File: src/rtl/div_pkg.sv
// Shared definitions for the radix-2 restoring divider: state encoding,
// default width and the packed result layout.
package div_pkg;

  localparam int DIV_WIDTH = 32;

  typedef logic [1:0] state_t;
  localparam state_t S_IDLE = 2'd0;
  localparam state_t S_BUSY = 2'd1;
  localparam state_t S_FIX  = 2'd2;
  localparam state_t S_DONE = 2'd3;

  // Result bus is {quotient, remainder}
  localparam int QUO_LSB = DIV_WIDTH;
  localparam int REM_LSB = 0;

  localparam logic [DIV_WIDTH-1:0] DZ_QUO = '1;

endpackage

File: src/rtl/div_radix2_step.sv
// One restoring division step: shift {rem,quo} left, subtract the divisor
// from the partial remainder and keep the difference when it does not go negative.
module div_step #(
  parameter int WIDTH = 32
) (
  input  logic [WIDTH-1:0] rem,
  input  logic [WIDTH-1:0] quo,
  input  logic [WIDTH-1:0] divisor,
  output logic [WIDTH-1:0] rem_next,
  output logic [WIDTH-1:0] quo_next
);

  logic [WIDTH:0] rem_sh;
  logic [WIDTH:0] trial;
  logic           fits;

  // Compare as an unsigned magnitude so a zero divisor (rem not bounded by
  // the divisor) still reads as "fits" on every step.
  assign rem_sh = {rem, quo[WIDTH-1]};
  assign trial  = rem_sh - {1'b0, divisor};
  assign fits   = rem_sh >= {1'b0, divisor};

  assign rem_next = fits ? trial[WIDTH-1:0] : rem_sh[WIDTH-1:0];
  assign quo_next = {quo[WIDTH-2:0], fits};

endmodule

File: src/rtl/div_radix2.sv
// Iterative radix-2 restoring divider with a dual-channel operand stream,
// sign fix-up stage and synchronous flush; result latency is WIDTH+2 cycles.
module div_radix2
  import div_pkg::*;
#(
  parameter int WIDTH  = DIV_WIDTH,
  parameter bit SIGNED = 1'b0
) (
  input  logic               clk,
  input  logic               reset,
  input  logic               flush,
  input  logic [WIDTH-1:0]   s_axis_dividend_tdata,
  input  logic               s_axis_dividend_tvalid,
  output logic               s_axis_dividend_tready,
  input  logic [WIDTH-1:0]   s_axis_divisor_tdata,
  input  logic               s_axis_divisor_tvalid,
  output logic               s_axis_divisor_tready,
  output logic [2*WIDTH-1:0] m_axis_dout_tdata,
  output logic               m_axis_dout_tvalid
);

  localparam int CW = $clog2(WIDTH + 1);

  state_t           state;
  logic [WIDTH-1:0] rem, quo, dvsr;
  logic [WIDTH-1:0] rem_nx, quo_nx, quo_fix, rem_fix;
  logic [CW-1:0]    cnt;
  logic             qneg, rneg, dz;
  logic             accept, a_neg, b_neg;
  logic [WIDTH-1:0] a_mag, b_mag;

  assign accept = (state == S_IDLE || state == S_DONE) && s_axis_dividend_tvalid &&
                  s_axis_divisor_tvalid && !flush && !reset;
  assign s_axis_dividend_tready = accept;
  assign s_axis_divisor_tready  = accept;

  // WIDTH-bit two's-complement negate keeps |min_int| as an unsigned magnitude.
  assign a_neg = SIGNED && s_axis_dividend_tdata[WIDTH-1];
  assign b_neg = SIGNED && s_axis_divisor_tdata[WIDTH-1];
  assign a_mag = a_neg ? -s_axis_dividend_tdata : s_axis_dividend_tdata;
  assign b_mag = b_neg ? -s_axis_divisor_tdata : s_axis_divisor_tdata;

  div_step #(.WIDTH(WIDTH)) u_step (
    .rem      (rem),
    .quo      (quo),
    .divisor  (dvsr),
    .rem_next (rem_nx),
    .quo_next (quo_nx)
  );

  // Negating the remainder of a zero divide restores the raw dividend.
  always_comb begin
    quo_fix = dz ? {WIDTH{1'b1}} : (qneg ? -quo : quo);
    rem_fix = rneg ? -rem : rem;
  end

  always_ff @(posedge clk) begin
    if (reset || flush) begin
      state              <= S_IDLE;
      rem                <= '0;
      quo                <= '0;
      dvsr               <= '0;
      cnt                <= '0;
      qneg               <= 1'b0;
      rneg               <= 1'b0;
      dz                 <= 1'b0;
      m_axis_dout_tdata  <= '0;
      m_axis_dout_tvalid <= 1'b0;
    end else if (accept) begin
      state              <= S_BUSY;
      rem                <= '0;
      quo                <= a_mag;
      dvsr               <= b_mag;
      cnt                <= '0;
      qneg               <= a_neg ^ b_neg;
      rneg               <= a_neg;
      dz                 <= (s_axis_divisor_tdata == '0);
      m_axis_dout_tvalid <= 1'b0;
    end else begin
      case (state)
        S_BUSY: begin
          rem <= rem_nx;
          quo <= quo_nx;
          cnt <= cnt + 1'b1;
          if (cnt == CW'(WIDTH - 1)) state <= S_FIX;
        end
        S_FIX: begin
          m_axis_dout_tdata  <= {quo_fix, rem_fix};
          m_axis_dout_tvalid <= 1'b1;
          state              <= S_DONE;
        end
        default: ;
      endcase
    end
  end

endmodule

File: config.mk
export PLATFORM = sky130hd
export DESIGN_NAME = div_radix2
export DESIGN_NICKNAME = d
export VERILOG_FILES = /design/src/rtl/div_pkg.sv /design/src/rtl/div_radix2_step.sv /design/src/rtl/div_radix2.sv
export SDC_FILE = /design/constraint.sdc
export NUM_CORES = 1
export LEC_CHECK = 0
export CAP_MARGIN = 20
export CORE_ASPECT_RATIO = 0.7
export CORE_MARGIN = 2
export CORE_UTILIZATION = 43
export CTS_BUF_LIST = sky130_fd_sc_hd__clkbuf_4
export CTS_CLUSTER_SIZE = 12
export DETAILED_ROUTE_END_ITERATION = 7
export GPL_TIMING_DRIVEN = 0
export PLACE_DENSITY_LB_ADDON = 0.3
export SYNTH_ARGS = -nofsm -noshare
export SYNTH_HDL_FRONTEND = slang
export SYNTH_HIERARCHICAL = 1
export SYNTH_SLANG_ARGS = --single-unit
File: constraint.sdc
create_clock -name clk -period 4.1 [get_ports clk]
set_input_delay 0.41 -clock clk [delete_from_list [all_inputs] [get_ports clk]]
set_output_delay 0.41 -clock clk [all_outputs]
set_load 0.005 [all_outputs]
==> impl_metrics.yaml, run 1 <==
sta:
  hold_viol_final: 0
  relSlewSlack: 0.469
  max_freq_mhz: 271
  worst_pin_slew_ns: 0.796
  rsz0062_at_grt: "no"
  period_needed_ns: 3.69
  layout_setup_ws_ns: 0.408
  setup_violations: 0
  tns_ns: 0
  fin_hold_ws_ns: 0.386
  finalCritPeriodShare: 0.900
  drv_slew: 0
  skew_ns: 0.0277
run:
  maxCapViolCount: 0
routing:
  route.vias.total: 8023
  drc: 0
  drt_iter0_drc: 594
  avgViaCountPerCell: 5.25
  dr.pass1.iters: 5
  detail-route-antenna-nets: 0
  routed_wl_mm: 24.4
  post_drt_wl_per_cell_um: 16.0
yosys:
  synth-edff-count: 0
  yosysSeqAreaShare: 0.377
  ys_seq_elements: 170
  synth_most_common_cell: "dfxtp_1"
  yosys_warnings: 6
  yosys.area.top_type_share: 0.377
  ys_types: 59
  synth_area_leaders: "dfxtp_1 38%, mux2i_1 7.5%, nand2_1 6.4%, nor2_1 5.3%, a21oi_1 5.2%"
  yosys.area.top_type: "dfxtp_1"
  synth_area_per_cell_um2: 8.33
  synth-main-ff-cell: "dfxtp_1"
  async_reset_ff_frac: 0
  synthTopCellsByCount: "170 x dfxtp_1, 155 x nand2_1, 127 x nor2_1"
  syn_inst: 1084
  syn_nets: 1189
  synth_area_um2: 9030
place:
  io_buffer_count: 135
  gp_congestion: 0.872
  dp_slack_ns: 0.546
  dp.cells: 1495
  post-dp-hpwl_mm: 18.8
cells_and_area:
  drive_gt1_frac: 0.125
  final_nets: 1343
  final-instance-count-excl-fill: 1528
  area_growth_pct: 21.8
global_route:
  grt_pass1_vias: 7466
  grt-ovfl-total: 0
  grt_max_degree: 17
  antenna_found_initial: 1
  grtUsageTotal: 0.222
  grt_pass1_wl_mm: 39.4
floorplanning:
  row_count: 44
  dieArea_um2: 22200
  die_h_um: 125
  io_pins: 136
  start_util: 0.438
  core_area_um2: 20600
  die_w_um: 177
pwr:
  p_per_area_nw_per_um2: 315
  p_leak_nw: 4.05
  ir_drop_uv: 184
setup_path:
  slowest_delay_ns: 0.43
  startpoint_type: "flop"
  path_class: "flop to primary output"
  crit_chain: "inv_1, ha_1, nand3_1, buf_2, buf_2, buf_1, nor2_1, buf_4, clkdlybuf4s50_1"
  arrival_ns: 3.28
  cp-end-kind: "primary output"
  crit_path_frequent_cell: "buf_2"
  critical_path.top_delay_family: "buffers and inverters"
  required_ns: 3.69
  path_max_fanout: 10
  critical_path_buf_inv_count: 6
  cp_slowest_cell: "clkdlybuf4s50_1"
clocking:
  cts_tree: "built"
  ctsResizeCount: 0
  hold_buffers: 0
  cts.clk_slew.worst_paths_ns: 0.17
  cts_buffers: 17
  postCtsSetupBuffers: 0
  clock-sinks: 170
  clockBufferDepth: 2
  cts_root_buffer: "clkbuf_4"
  clock_latency_ns: 0.59
  htreeDepth: 4
outcome:
  outcome: "finished clean"
min_path:
  hold_class: "input port to flop"
==> cell type report <==
class | count | area, um2
inverter | 43 | 161
antenna | 1 | 2.50
multi-input combinational | 766 | 4880
fill | 1963 | 9640
sequential | 170 | 3400
tap | 276 | 345
clock inverter | 15 | 145
buffer | 105 | 586
clock buffer | 17 | 128
timing repair buffer | 135 | 1350
==> through the flow <==
stage,area [um2],power [mW],utilization
finish,11000,3.47,0.533
global route,11000,3.62,0.533
CTS,11000,3.48,0.533
detailed placement,10700,2.53,0.520
global placement,10700,2.52,0.520
floorplan,9030,2.32,-
==> final timing paths <==
path / start / to / slack, ns / depth (start not counted)
max: state[0]$_SDFFE_PP0P_ / s_axis_divisor_tready / 0.41 / 9
min: s_axis_dividend_tdata[24] / quo[24]$_SDFFE_PP0P_ / 0.39 / 3
max reg2reg: dvsr[10]$_SDFFE_PP0P_ / rem[19]$_SDFFE_PP0P_ / 0.43 / 15
min reg2reg: m_axis_dout_tdata[21]$_SDFFE_PP0P_ / m_axis_dout_tdata[21]$_SDFFE_PP0P_ / 0.46 / 2
==> layout by cell type (no fill, tap or decap), types with 5 or more instances in the layout <==
master,n
dfxtp_1,170
nand2_1,155
clkdlybuf4s50_1,135
nor2_1,127
a21oi_1,94
mux2i_1,68
nor3_1,50
inv_1,42
clkbuf_1,38
buf_4,37
a211oi_1,35
ha_1,35
buf_2,23
nor3_2,20
mux2_2,20
xnor2_1,19
clkbuf_4,17
o21ai_0,14
nand4_1,13
xor2_1,11
nor4_1,10
nand3_1,9
a21o_1,9
mux2_4,9
a31oi_1,6
nor2b_1,6
buf_1,5
o21a_1,5
==> state kept, by name, indices dropped and copies added (netlist names) <==
signal              cells
m_axis_dout_tdata      64
dvsr                   32
quo                    32
rem                    32
cnt                     6
state                   2
dz                      1
m_axis_dout_tvalid      1
==> tightest hold or removal path, stage by stage <==
cell	delay [ns]
clkdlybuf4s50_1	0.40
nor2_1	0.10
a211oi_1	0.05
==> report_power, final <==
group	switching, mW	leakage (nW)	internal [mW]
Clock	0.646	0.137	0.312
Sequential	0.0176	1.37	1.67
Combinational	0.400	2.54	0.420
==> routing by layer <==
layer  routed length (um)  vias up  share of wire  GRT usage
li1                     -     4014              -          -
met1                12400     3762           0.51      0.337
met3                 1470       18          0.060     0.0441
met5                    0        -              0          0
met4                  234        0         0.0096     0.0423
met2                10300      229           0.42      0.323
==> cell families (layout without fill, tap and decap cells) <==
family	after synthesis	in the layout	synth area share
AOI/OAI and AO/OA	194	194	0.137
xor gates and xnor gates	30	30	0.0291
adders and majority gates	36	36	0.0507
buffers and inverters	148	315	0.0827
DFF	170	170	0.377
muxes	97	97	0.115
other	0	1	0
and+or+nand+nor	409	409	0.209
Note: power is estimated with default switching activity, not from simulation.
==> run 2: changes to the inputs <==
Settings changed: CORE_MARGIN 2 to 5, HOLD_SLACK_MARGIN from default to 0.02.
==> run 2 against run 1 <==
Against the previous run:
- power is 1.1% higher
- design area up 0.13%
- via count decreased by 0.85%
- register-to-register slack worse by 0.09 ns
- critical endpoint is now rem[19]$_SDFFE_PP0P_
==> impl_metrics.yaml, run 2 (same netlist as run 1, synthesis figures left out) <==
setup_path:
  required_ns: 4.56
  arrival_ns: 4.22
  cp-end-kind: "flop"
  path_max_fanout: 10
  startpoint_type: "flop"
  path_class: "flop to flop"
cells_and_area:
  area_growth_pct: 22.0
  final_util: 0.532
  largest_reg_flops: 64
  final_common_cell: "dfxtp_1"
  top_register: "m_axis_dout_tdata"
  final_cell_mix: "170 x dfxtp_1, 155 x nand2_1, 135 x clkdlybuf4s50_1"
  final_nets: 1343
  drive_gt1_frac: 0.125
run:
  maxCapViolCount: 0
routing:
  avgViaCountPerCell: 5.21
  drc: 0
  route.vias.total: 7955
  post_drt_wl_per_cell_um: 16.0
  routed_wl_mm: 24.5
  detail-route-antenna-nets: 0
  dr.pass1.iters: 8
  drt_iter0_drc: 511
clocking:
  cts.clk_slew.worst_paths_ns: 0.16
  cts_tree: "built"
  clock_latency_ns: 0.58
  cts_buffers: 17
  postCtsSetupBuffers: 0
  htreeDepth: 4
  hold_buffers: 0
  clock-sinks: 170
  ctsResizeCount: 0
  cts_root_buffer: "clkbuf_4"
  clockBufferDepth: 2
global_route:
  antenna_found_initial: 1
  grt_pass1_wl_mm: 39.8
  grt_max_degree: 18
  grtUsageTotal: 0.201
  grt_pass1_vias: 7677
  grt-ovfl-total: 0
sta:
  hold_viol_final: 0
  period_needed_ns: 3.76
  setup_violations: 0
  drv_slew: 0
  finalCritPeriodShare: 0.917
  rsz0062_at_grt: "no"
  skew_ns: 0.0208
  relSlewSlack: 0.484
  worst_pin_slew_ns: 0.774
  tns_ns: 0
  max_freq_mhz: 266
pwr:
  clkPwrFrac: 0.285
  p_seq_frac: 0.482
  switching_power_mw: 1.09
  ir_drop_uv: 187
  p_leak_nw: 4.07
  pwr-share-comb: 0.233
  switching_share: 0.310
  p_int_mw: 2.42
  p_per_area_nw_per_um2: 318
place:
  io_buffer_count: 135
  gp_congestion: 0.920
  post-dp-hpwl_mm: 19.0
floorplanning:
  die_w_um: 183
  start_util: 0.436
  io_pins: 136
  core_area_um2: 20700
  die_h_um: 131
  row_count: 44
  dieArea_um2: 24100
min_path:
  hold_class: "input port to flop"
outcome:
  outcome: "finished clean"
[run 2: per-stage QoR]
stage / setup WS [ns] / hold WS [ns] / instances / area [um2] / power [mW]
detailed placement: 0.464 / 0.445 / 1495 / 10700 / 2.53
CTS: 0.416 / 0.352 / 1527 / 11000 / 3.53
global placement: 0.592 / 0.443 / 1495 / 10700 / 2.52
global route: 0.178 / 0.350 / 1528 / 11000 / 3.66
finish: 0.338 / 0.397 / 1528 / 11000 / 3.51
floorplan: 1.11 / 0.436 / 1084 / 9030 / 2.32
[run 2: worst max-delay path: stages, from the launching register on]
cell      delay [ns]
dfxtp_1         0.36
inv_1           0.05
ha_1            0.27
clkbuf_1        0.27
nand4_1         0.24
nor3_1          0.47
o211ai_1        0.24
nor4b_4         0.22
o21ai_2         0.20
a31oi_4         0.15
o21a_4          0.27
inv_2           0.06
buf_2           0.27
mux2_2          0.38
mux2i_1         0.13
nor2_1          0.05
[run 2: power by group through the flow]
stage	Combinational [mW]	Sequential, mW	Clock [mW]
finish	0.816	1.69	1.00
global route	0.875	1.70	1.09
CTS	0.808	1.69	1.03
detailed placement	0.802	1.73	0
global placement	0.793	1.73	0
floorplan	0.599	1.72	0
[run 2: path summary, 6_finish.rpt]
path | start | end | slack (ns) | depth (start not counted)
worst max-delay path | dvsr[10]$_SDFFE_PP0P_ | rem[19]$_SDFFE_PP0P_ | 0.34 | 15
worst min-delay path | s_axis_dividend_tdata[20] | quo[20]$_SDFFE_PP0P_ | 0.40 | 3
worst max register to register | dvsr[10]$_SDFFE_PP0P_ | rem[19]$_SDFFE_PP0P_ | 0.34 | 15
worst min register to register | m_axis_dout_tdata[21]$_SDFFE_PP0P_ | m_axis_dout_tdata[21]$_SDFFE_PP0P_ | 0.46 | 2
[run 2: cell type report]
| cell class | count | area [um2] |
|---|---|---|
| well taps | 276 | 345 |
| clock buffers | 17 | 128 |
| multi-input cells | 766 | 4880 |
| fillers | 1977 | 9680 |
| plain buffers | 105 | 586 |
| inverters | 43 | 161 |
| flip-flops and latches | 170 | 3400 |
| repair buffers | 135 | 1350 |
| diodes | 1 | 2.50 |
| clock inverters | 15 | 159 |
[run 2: routing by layer]
metal / share of wire / wire [um] / global-route usage
met3: 0.053 / 1300 / 0.0390
met4: 0.013 / 326 / 0.0488
met2: 0.42 / 10300 / 0.297
met5: 0 / 0 / 0
met1: 0.51 / 12500 / 0.300
